### config.mk
export PLATFORM = sky130hd
export DESIGN_NAME = cam_fifo_write
export DESIGN_NICKNAME = d
export VERILOG_FILES = /design/src/rtl/cam_fifo_write.sv
export SDC_FILE = /design/constraint.sdc
export NUM_CORES = 1
export LEC_CHECK = 0
export ABC_AREA = 1
export BUFFER_PORTS_ARGS = -buffer_cell sky130_fd_sc_hd__buf_2
export CORE_UTILIZATION = 43
export CTS_CLUSTER_SIZE = 14
export DETAILED_ROUTE_END_ITERATION = 8
export PLACE_DENSITY = 0.67
export SETUP_SLACK_MARGIN = 0.3
export SLEW_MARGIN = 10
export SYNTH_ARGS = -nofsm -noshare
export SYNTH_HDL_FRONTEND = slang
export SYNTH_SLANG_ARGS = --single-unit
### constraint.sdc
create_clock -name clk -period 1.6 [get_ports clk]
set_clock_uncertainty 0.2 [all_clocks]
set_input_delay 0.16 -clock clk [delete_from_list [all_inputs] [get_ports clk]]
set_output_delay 0.16 -clock clk [all_outputs]
set_load 0.05 [all_outputs]
### src/rtl/cam_fifo_write.sv
// ============================================================================
// Module      : cam_fifo_write
// Description : Captures one camera frame into a downstream FIFO after
//               discarding SKIP_FRAMES frames. Optional macro
//               CAM_BYTE_COUNT_EN enables the saturating byte counter.
// Revision    : 1.0 - initial release
// ============================================================================
`default_nettype none

module cam_fifo_write #(
    parameter int SKIP_FRAMES = 0
) (
    input  logic        clk,
    input  logic        rst_n,
    input  logic        capture_start,
    input  logic        cam_pclk,
    input  logic        cam_vsync,
    input  logic        cam_href,
    input  logic [7:0]  cam_data,
    input  logic        fifo_is_full,
    output logic        fifo_write_en,
    output logic [7:0]  dataout,
    output logic        busy,
    output logic        frame_done,
    output logic        overflow,
    output logic [19:0] byte_count
);

    localparam int c_SKIP_W = (SKIP_FRAMES > 0) ? $clog2(SKIP_FRAMES + 1) : 1;
    localparam logic [c_SKIP_W-1:0] c_SKIP_INIT = c_SKIP_W'(SKIP_FRAMES);
    localparam logic [c_SKIP_W-1:0] c_SKIP_ONE  = c_SKIP_W'(1);

    localparam logic [2:0] c_IDLE       = 3'd0;
    localparam logic [2:0] c_WAIT_FRAME = 3'd1;
    localparam logic [2:0] c_SKIP       = 3'd2;
    localparam logic [2:0] c_CAPTURE    = 3'd3;
    localparam logic [2:0] c_DONE       = 3'd4;

    // Bit 0 is the first synchroniser stage (s1), bit 1 is s2, bit 2 is s3.
    logic [2:0]          r_pclk_sync_q,  w_pclk_sync_d;
    logic [2:0]          r_vsync_sync_q, w_vsync_sync_d;
    logic [1:0]          r_href_sync_q,  w_href_sync_d;
    logic [7:0]          r_data_s1_q,    w_data_s1_d;
    logic [7:0]          r_data_s2_q,    w_data_s2_d;

    logic [2:0]          r_state_q,         w_state_d;
    logic [c_SKIP_W-1:0] r_skip_q,          w_skip_d;
    logic                r_fifo_write_en_q, w_fifo_write_en_d;
    logic [7:0]          r_dataout_q,       w_dataout_d;
    logic                r_busy_q,          w_busy_d;
    logic                r_frame_done_q,    w_frame_done_d;
    logic                r_overflow_q,      w_overflow_d;

    logic                w_pix_edge;
    logic                w_vsync_rise;
    logic                w_vsync_fall;

    always_comb begin
        w_pclk_sync_d  = {r_pclk_sync_q[1:0], cam_pclk};
        w_vsync_sync_d = {r_vsync_sync_q[1:0], cam_vsync};
        w_href_sync_d  = {r_href_sync_q[0], cam_href};
        w_data_s1_d    = cam_data;
        w_data_s2_d    = r_data_s1_q;
    end

    assign w_pix_edge   =  r_pclk_sync_q[1]  & ~r_pclk_sync_q[2];
    assign w_vsync_rise =  r_vsync_sync_q[1] & ~r_vsync_sync_q[2];
    assign w_vsync_fall = ~r_vsync_sync_q[1] &  r_vsync_sync_q[2];

    always_comb begin
        w_state_d         = r_state_q;
        w_skip_d          = r_skip_q;
        w_fifo_write_en_d = 1'b0;
        w_dataout_d       = r_dataout_q;
        w_frame_done_d    = 1'b0;
        w_overflow_d      = r_overflow_q;

        case (r_state_q)
            c_IDLE: begin
                if (capture_start) begin
                    w_state_d    = c_WAIT_FRAME;
                    w_overflow_d = 1'b0;
                    w_skip_d     = c_SKIP_INIT;
                end
            end
            c_WAIT_FRAME: begin
                if (w_vsync_fall) begin
                    w_state_d = (r_skip_q != '0) ? c_SKIP : c_CAPTURE;
                end
            end
            c_SKIP: begin
                if (w_vsync_rise) begin
                    w_skip_d  = r_skip_q - c_SKIP_ONE;
                    w_state_d = c_WAIT_FRAME;
                end
            end
            c_CAPTURE: begin
                // End of frame wins over a coincident pixel edge.
                if (w_vsync_rise) begin
                    w_state_d      = c_DONE;
                    w_frame_done_d = 1'b1;
                end else if (w_pix_edge && r_href_sync_q[1]) begin
                    if (!fifo_is_full) begin
                        w_fifo_write_en_d = 1'b1;
                        w_dataout_d       = r_data_s2_q;
                    end else begin
                        w_overflow_d = 1'b1;
                    end
                end
            end
            c_DONE: begin
                w_state_d = c_IDLE;
            end
            default: begin
                w_state_d = c_IDLE;
            end
        endcase

        w_busy_d = (w_state_d != c_IDLE);
    end

    always_ff @(posedge clk) begin
        if (!rst_n) begin
            r_pclk_sync_q     <= '0;
            r_vsync_sync_q    <= '0;
            r_href_sync_q     <= '0;
            r_data_s1_q       <= '0;
            r_data_s2_q       <= '0;
            r_state_q         <= c_IDLE;
            r_skip_q          <= '0;
            r_fifo_write_en_q <= 1'b0;
            r_dataout_q       <= '0;
            r_busy_q          <= 1'b0;
            r_frame_done_q    <= 1'b0;
            r_overflow_q      <= 1'b0;
        end else begin
            r_pclk_sync_q     <= w_pclk_sync_d;
            r_vsync_sync_q    <= w_vsync_sync_d;
            r_href_sync_q     <= w_href_sync_d;
            r_data_s1_q       <= w_data_s1_d;
            r_data_s2_q       <= w_data_s2_d;
            r_state_q         <= w_state_d;
            r_skip_q          <= w_skip_d;
            r_fifo_write_en_q <= w_fifo_write_en_d;
            r_dataout_q       <= w_dataout_d;
            r_busy_q          <= w_busy_d;
            r_frame_done_q    <= w_frame_done_d;
            r_overflow_q      <= w_overflow_d;
        end
    end

    assign fifo_write_en = r_fifo_write_en_q;
    assign dataout       = r_dataout_q;
    assign busy          = r_busy_q;
    assign frame_done    = r_frame_done_q;
    assign overflow      = r_overflow_q;

`ifdef CAM_BYTE_COUNT_EN
    logic [19:0] r_byte_count_q, w_byte_count_d;

    always_comb begin
        w_byte_count_d = r_byte_count_q;
        if ((r_state_q == c_IDLE) && capture_start) begin
            w_byte_count_d = '0;
        end else if (r_fifo_write_en_q && (r_byte_count_q != 20'hFFFFF)) begin
            w_byte_count_d = r_byte_count_q + 20'd1;
        end
    end

    always_ff @(posedge clk) begin
        if (!rst_n) begin
            r_byte_count_q <= '0;
        end else begin
            r_byte_count_q <= w_byte_count_d;
        end
    end

    assign byte_count = r_byte_count_q;
`else
    assign byte_count = 20'd0;
`endif

endmodule

`default_nettype wire

==> results.cfg <==
[run_status]
outcome = finished clean

[power]
power_density_nw_per_um2 = 973
switchingPower_mw = 0.514
p_leak_nw = 1.10
power.internal_mw = 1.44
p_seq_share_pct = 53.4
netSwitchingFraction_pct = 26.2
p_clk_share_pct = 34.1
comb_power_share_pct = 12.5
vdd_drop_max_mv = 0.585

[yosys]
mappedNetlistArea_sq_um = 1610
yosys-top-cells-count = nand2_1 (46), inv_1 (43), dfxtp_1 (40), nor2_1 (27), buf_4 (20)
synth_top_area_share_pct = 49.6
synth_adder_area_share_pct = 0
ys_types = 18
yosysMostFrequentCell = nand2_1
synth-xor-area-share_pct = 0
ys_warn_count = 0
ys_seq_area_share_pct = 49.6
synth_ff_type = dfxtp_1
synth.area.top_cells = dfxtp_1 (50%), nand2_1 (11%), inv_1 (10%), buf_4 (9.3%), nor2_1 (6.3%)
synth_edf_count = 0
syn_avg_cell_area_sq_um = 7.69
yosysTopAreaCell = dfxtp_1
synth_cells = 210
synthMuxAreaShare_pct = 0
synth-simple-area-share_pct = 27.1
synth_compound_area_share_pct = 1.24
ys_async_sr_fraction_pct = 0
ys_ff_latch = 40
synth_top_family_by_area = simple AND/OR/NAND/NOR gates

[hold_path]
hp-class = primary input to flop

[global_route]
grt_max_degree = 22
grt_pass1_wl_microns = 4150
antenna_found_initial = 0
grt_usage_pct = 13.6
grt_pass1_vias = 1053
overflow = 0

[clock_tree]
clk_path_buf_depth = 2
numCtsBuffers = 5
clkLatencyLatePin_ns = 0.28
h-tree-depth = 2
cts.sinks = 40
cts_tree = built
path_clk_slew_ns = 0.07
root_buffer = clkbuf_8

[placement]
port-buffer-count = 26
dpl_cell_area_sq_um = 1710
pre_cts_slack_ns = 0.248
post-dp-hpwl_microns = 1630
gp_congestion = 0.779

[drt]
final_antenna_net_count = 0
drt_iter0_drc = 40
drc = 0
wirelength_microns = 2510
vias_per_cell = 4.03
vias = 1225
avgRoutedWirePerCell_microns = 8.27
drt_pass1_iterations = 4

[sta]
hold_violations = 0
timing.final.ws_setup_ns = 0.294
timing.hold.ws_ns = 0.0280
setup_violations = 0
finalCritPeriodShare_pct = 81.6
rsz0062_at_grt = yes
min_period_ns = 1.31
setup_tns_ns = 0
drv_slew = 0
maxClockFrequency_mhz = 766

[die]
rows = 21
initial_core_util_pct = 46.5
die_h_microns = 63.3
die_x_microns = 63.3
core_sq_um = 3470
ios = 47
dieArea_sq_um = 4000

[layout]
design_area_sq_um = 2010
final_nets = 272
area_delta_synth_final_pct = 24.7
diodes = 0
finalCoreUtilization_pct = 58.0
layout-drive-gt1-share_pct = 25.2

[critical_path]
critPathMaxFanout = 8
end_kind = flop
cp.required_ns = 1.58
arrival_ns = 1.29
cp-start-kind = primary input
path_class = primary input to flop

[job]
max_cap_violations = 0
-- power groups by stage --
stage / clock (mW) / combinational [mW] / sequential [mW]
global route: 0.728 / 0.267 / 1.05
CTS: 0.689 / 0.236 / 1.04
detailed placement: 0 / 0.214 / 1.07
floorplan: 0 / 0.211 / 1.07
finish: 0.668 / 0.245 / 1.04
global placement: 0 / 0.212 / 1.07
-- repair_timing --
action	CTS	global route
hold endpoints to repair	12	0
pin swaps	3	6
setup endpoints to repair	11	12
hold buffers	12	0
buffers inserted	2	2
resized for setup	7	17
-- per-layer routing --
layer,GRT usage [%],vias up,share of wire (%)
met3,4.17,8,5.8
met1,14.6,504,45
met2,23.0,49,47
li1,-,664,-
met5,0,-,0
met4,8.81,0,2.5
-- cell families after synthesis --
| kind of cell | Yosys count |
|---|---|
| AND/OR/NAND/NOR | 96 |
| buffers and inverters | 69 |
| flip-flops | 40 |
| AO/OA/AOI/OAI | 4 |
| other | 1 |
-- flip-flops by register name (all words and copies together) (netlist names) --
name,cells
r_href_sync_q,2
r_skip_q,1
dataout,8
frame_done,1
r_vsync_sync_q,3
overflow,1
fifo_write_en,1
busy,1
r_state_q,3
r_data_s1_q,8
r_data_s2_q,8
r_pclk_sync_q,3
-- stage by stage --
stage	cells	power, mW
floorplan	229	1.28
global placement	280	1.28
detailed placement	280	1.28
CTS	302	1.97
global route	304	2.04
finish	304	1.96
-- path summary, 6_finish.rpt --
path	depth (start not counted)	end	slack, ns	from
setup / recovery	7	dataout[4]$_SDFFE_PN0P_	0.29	fifo_is_full
hold / removal	3	r_state_q[1]$_SDFF_PN0_	0.03	rst_n
setup reg to reg	7	dataout[4]$_SDFFE_PN0P_	0.32	r_pclk_sync_q[1]$_SDFF_PN0_
hold reg to reg	2	r_href_sync_q[1]$_SDFF_PN0_	0.21	r_href_sync_q[0]$_SDFF_PN0_
-- placed cells by master (no fill, tap or decap), drive strengths merged --
cell type | synthesis | layout
dlygate4sd3 | 0 | 12
clkbuf | 3 | 8
clkinvlp | 0 | 1
conb | 1 | 20
nor2 | 32 | 32
inv | 45 | 45
dfxtp | 40 | 40
nand2 | 46 | 46
buf | 21 | 32
nand4 | 1 | 1
nand3 | 14 | 14
nor3 | 3 | 3
a21oi | 4 | 4
-- area by class of cell --
cell class / instances / area, sq um
inverter: 45 / 174
multi-input combinational: 120 / 563
timing repair buffer: 45 / 309
sequential: 40 / 815
clock buffer: 7 / 86.3
clock inverter: 1 / 7.51
fill: 328 / 1460
tap: 46 / 57.6
-- worst max-delay path: stages --
cell and delay [ns]:
dlygate4sd3_1 0.53, buf_2 0.14, nor2_1 0.09, buf_4 0.16, nand3_1 0.09, nand2_1 0.08, nor2_1 0.04
Power figures use the tool's default switching activity.
